$ cat src/rtl/twiddle_feeder.sv
// Buffers one 16-sample complex float32 frame, then streams each sample
// paired with its W16^(p*q) twiddle to the FFT complex multiplier.
module twiddle_feeder (
   input  logic        clk,
   input  logic        rst_n,
   input  logic        in_valid,
   output logic        in_ready,
   input  logic [31:0] in_real,
   input  logic [31:0] in_im,
   output logic        out_valid,
   input  logic        out_ready,
   output logic [31:0] a_real,
   output logic [31:0] a_im,
   output logic [31:0] b_real,
   output logic [31:0] b_im,
   output logic [3:0]  out_index,
   output logic        out_last
);

   typedef enum logic {LOAD, ISSUE} state_t;

   state_t      state, state_nxt;
   logic [63:0] frame_buf [16];
   logic [3:0]  wr_ptr, rd_ptr;
   logic        accept, fire, load_done;

   // Twiddle for index i = 4p + q is W16^(p*q); only seven exponents occur.
   function automatic logic [63:0] twiddle(input logic [3:0] idx);
      logic [3:0] e;
      e = {2'b00, idx[3:2]} * {2'b00, idx[1:0]};
      case (e)
         4'd0:    twiddle = {32'h3F800000, 32'h00000000};
         4'd1:    twiddle = {32'h3F6C835E, 32'hBEC3EF15};
         4'd2:    twiddle = {32'h3F3504F3, 32'hBF3504F3};
         4'd3:    twiddle = {32'h3EC3EF15, 32'hBF6C835E};
         4'd4:    twiddle = {32'h00000000, 32'hBF800000};
         4'd6:    twiddle = {32'hBF3504F3, 32'hBF3504F3};
         4'd9:    twiddle = {32'hBF6C835E, 32'h3EC3EF15};
         default: twiddle = 64'h0;
      endcase
   endfunction

   assign accept    = in_valid & in_ready;
   assign fire      = out_valid & out_ready;
   assign load_done = accept & (wr_ptr == 4'd15);

   always_ff @(posedge clk or negedge rst_n) begin
      if (!rst_n) state <= LOAD;
      else        state <= state_nxt;
   end

   // NOTE: every always_comb output gets a default first so no path infers a latch.
   always_comb begin
      state_nxt = state;
      case (state)
         LOAD:    if (load_done) state_nxt = ISSUE;
         ISSUE:   if (fire && rd_ptr == 4'd15) state_nxt = LOAD;
         default: state_nxt = LOAD;
      endcase
   end

   always_comb begin
      in_ready = (state == LOAD);
   end

   // NOTE: sample storage has no reset; it is always written before it is read.
   always_ff @(posedge clk) begin
      if (accept) frame_buf[wr_ptr] <= {in_real, in_im};
   end

   always_ff @(posedge clk or negedge rst_n) begin
      if (!rst_n) begin
         wr_ptr    <= '0;
         rd_ptr    <= '0;
         out_valid <= 1'b0;
         a_real    <= '0;
         a_im      <= '0;
         b_real    <= '0;
         b_im      <= '0;
      end else begin
         if (load_done) begin
            wr_ptr           <= '0;
            rd_ptr           <= '0;
            out_valid        <= 1'b1;
            {a_real, a_im}   <= frame_buf[0];
            {b_real, b_im}   <= twiddle(4'd0);
         end else if (accept) begin
            wr_ptr <= wr_ptr + 4'd1;
         end

         if (fire) begin
            if (rd_ptr != 4'd15) begin
               rd_ptr         <= rd_ptr + 4'd1;
               {a_real, a_im} <= frame_buf[rd_ptr + 4'd1];
               {b_real, b_im} <= twiddle(rd_ptr + 4'd1);
            end else begin
               rd_ptr    <= '0;
               out_valid <= 1'b0;
            end
         end
      end
   end

   assign out_index = rd_ptr;
   assign out_last  = out_valid & (rd_ptr == 4'd15);

endmodule

$ cat config.mk
export PLATFORM = sky130hd
export DESIGN_NAME = twiddle_feeder
export DESIGN_NICKNAME = d
export VERILOG_FILES = /design/src/rtl/twiddle_feeder.sv
export SDC_FILE = /design/constraint.sdc
export NUM_CORES = 1
export LEC_CHECK = 0
export ABC_AREA = 1
export ABC_CLOCK_PERIOD_IN_PS = 3700
export CAP_MARGIN = 30
export CELL_PAD_IN_SITES_DETAIL_PLACEMENT = 1
export CELL_PAD_IN_SITES_GLOBAL_PLACEMENT = 2
export CORE_MARGIN = 4
export CORE_UTILIZATION = 26
export CTS_CLUSTER_SIZE = 24
export DETAILED_ROUTE_END_ITERATION = 10
export PLACE_DENSITY_LB_ADDON = 0.1
export SETUP_SLACK_MARGIN = 0.4
export SLEW_MARGIN = 40
export SYNTH_ARGS = -nofsm -noshare
export SYNTH_HDL_FRONTEND = slang
export SYNTH_SLANG_ARGS = --single-unit
$ cat constraint.sdc
create_clock -name clk -period 3.7 [get_ports clk]
set_input_delay 0.37 -clock clk [delete_from_list [all_inputs] [get_ports clk]]
set_output_delay 0.37 -clock clk [all_outputs]
set_load 0.02 [all_outputs]
==> reports/qor.yml <==
cts-root-buf: "clkbuf_16"
finalHoldViolations: 0
track_usage_pct: 16.8
yosys_warnings: 0
post_cts_buffers: 0
finalNonFillerCells: 6481
drc: 0
place_hpwl_um: 78200
timing.final.setup_violations: 0
h-tree-depth: 4
synth-seq-cells: 1162
fin_crit_ns: 2.84
whs_ns: 0.0815
cts_sinks: 1162
antenna_found_initial: 9
fin_tns_setup_ns: 0
slew-limit-headroom_pct: 41.1
drive_gt1_share_pct: 7.47
layout_common_cells: "edfxtp_1, nor2_1, nand2_1"
synth_nets: 3917
max_freq_mhz: 353
dieArea_mm2: 0.184
worstPathMaxFanout: 85
drt-wirelength-per-cell_um: 24.2
rsz0062_at_grt: "false"
reg2reg_slack_ns: 0.86
min_path_type: "in -> async"
synth-edff-count: 1024
synth_cell_types: 30
dp_slack_ns: 0.761
critPathTopFamily: "buffers and inverters"
synth_top_flop_cell: "edfxtp_1"
end_kind: "register"
grt_overflow_total: 0
clk_latency_ns: 0.77
ant_nets: 0
utilization_pct: 31.6
worst_slack_ns: 0.865
dp.cells: 6222
io_pins: 203
crit_buf_inv: 3
gp_congestion: 0.683
fp.dieW_um: 429
place.port_buffers: 202
cts.path.max_buffers: 3
grt_max_degree: 145
synthTopCellsByArea: "edfxtp_1, dfrtp_1, nor2_1"
crit_arrival_ns: 3.52
finalWirelength_um: 157000
period_share_pct: 76.6
core-area_mm2: 0.176
ir_drop_mv: 0.741
die_height_um: 429
maxCapViolCount: 0
slowest_delay_ns: 0.65
total_power_mw: 48.2
synth_top_area_cell: "edfxtp_1"
clkSlewWorstSetupHoldPaths_ns: 0.06
synth_area_mm2: 0.0461
status: "finished, final reports clean"
drv_slew: 0
p_leak_nw: 19.3
worst-setup-path-type: "reg -> reg"
postSynth.asyncResetShare_pct: 11.9
worst_slew_pin_slew_ns: 0.883
grt_pass1_vias: 31603
placed_cell_area_mm2: 0.0512
cpMostUsedCell: "nor2_1"
cts_tree: "done"
fillerInstances: 18950
cts_buffers: 141
syn_avg_cell_area_um2: 12.0
detail_route.vias_per_cell: 4.66
drtIter0Drc: 1706
drtPass1Iterations: 4
synth_top_area_share_pct: 66.7
crit_chain: "buf_12, buf_16, buf_4, nor2_1, nor2_1, o21ai_0, o21ai_1, nand2_1, nand3_1, nand2_1, nor2_1"
cellPowerDensity_mw_per_mm2: 867
syn_inst: 3841
area_growth_pct: 20.6
cp_slowest_cell: "buf_4"
start_util_pct: 26.2
layout.nets: 4103
fp-row-count: 154
required_ns: 4.38
grt_pass1_wl_um: 229000
ys_seq_area_share_pct: 74.2
vias: 30204
final_common_cell: "edfxtp_1"
cp-start-kind: "register"
fin_skew_ns: 0.0319
final_area_mm2: 0.0556
-- worst paths after layout --
check,from,depth (start not counted),end
min,rst_n,2,b_im[25]
max,out_index[0],11,a_im[27]
min in group clk,out_ready,3,out_index[2]
max reg2reg,out_index[0],11,a_im[27]
max in group asynchronous,rst_n,4,a_im[21]
min reg2reg,b_im[19],2,b_im[19]
-- cell type report --
type                    instances  area [µm²]  area share, %
clock inverters                45         377          0.677
flip-flops and latches       1162       34200           61.5
inverters                      38         170          0.306
well taps                    2340        2930           5.27
repair buffers                283        3220           5.80
clock buffers                 207        4020           7.23
diodes                          5        12.5         0.0225
multi-input cells            2401       10700           19.2
-- state kept, by name, indices dropped and copies added (netlist names) --
register	flops
state	1
wr_ptr	4
out_valid	1
b_im	32
b_real	32
frame_buf	1024
a_real	32
a_im	32
out_index	4
-- cell families (layout without fill, tap and decap cells) --
group           after synthesis  in the layout  synth area share (%)
simple gates               1616           1616                  13.7
flops                      1162           1162                  74.2
compound gates              775            775                  8.79
buf+inv                     278            573                  2.99
fa+ha+maj                     8              8                 0.217
xor+xnor                      2              2                0.0787
other cells                   0              5                     0
-- routing by layer --
metal	share of wire (%)	wire length, µm	track usage, %
met5	0.0083	13	0
met1	48	74700	23.0
met3	3.0	4650	2.61
met4	1.9	3020	4.21
met2	47	74300	28.0
-- cells in the mapped netlist (30+ instances only) --
cell type / number
edfxtp_1: 1024
nor2_1: 802
nand2_1: 656
o21ai_0: 413
o21ai_1: 226
nand3_1: 148
dfrtp_1: 138
o22ai_1: 127
buf_2: 107
clkbuf_1: 82
buf_4: 44
inv_1: 30
-- timing repair --
action	4_1_cts	5_1_grt
hold endpoints to repair	125	0
hold buffers	1	0
resized for setup	0	0
endpoints found under the setup margin	0	0
-- power by group --
part	internal [mW]	leakage (nW)	total (mW)	switching [mW]
Clock	7.85	2.16	13.3	5.48
Combinational	5.93	6.23	18.7	12.8
Sequential	15.4	10.9	16.1	0.747
Total	29.2	19.3	48.2	19.0
(Power assumes the default switching activity.)
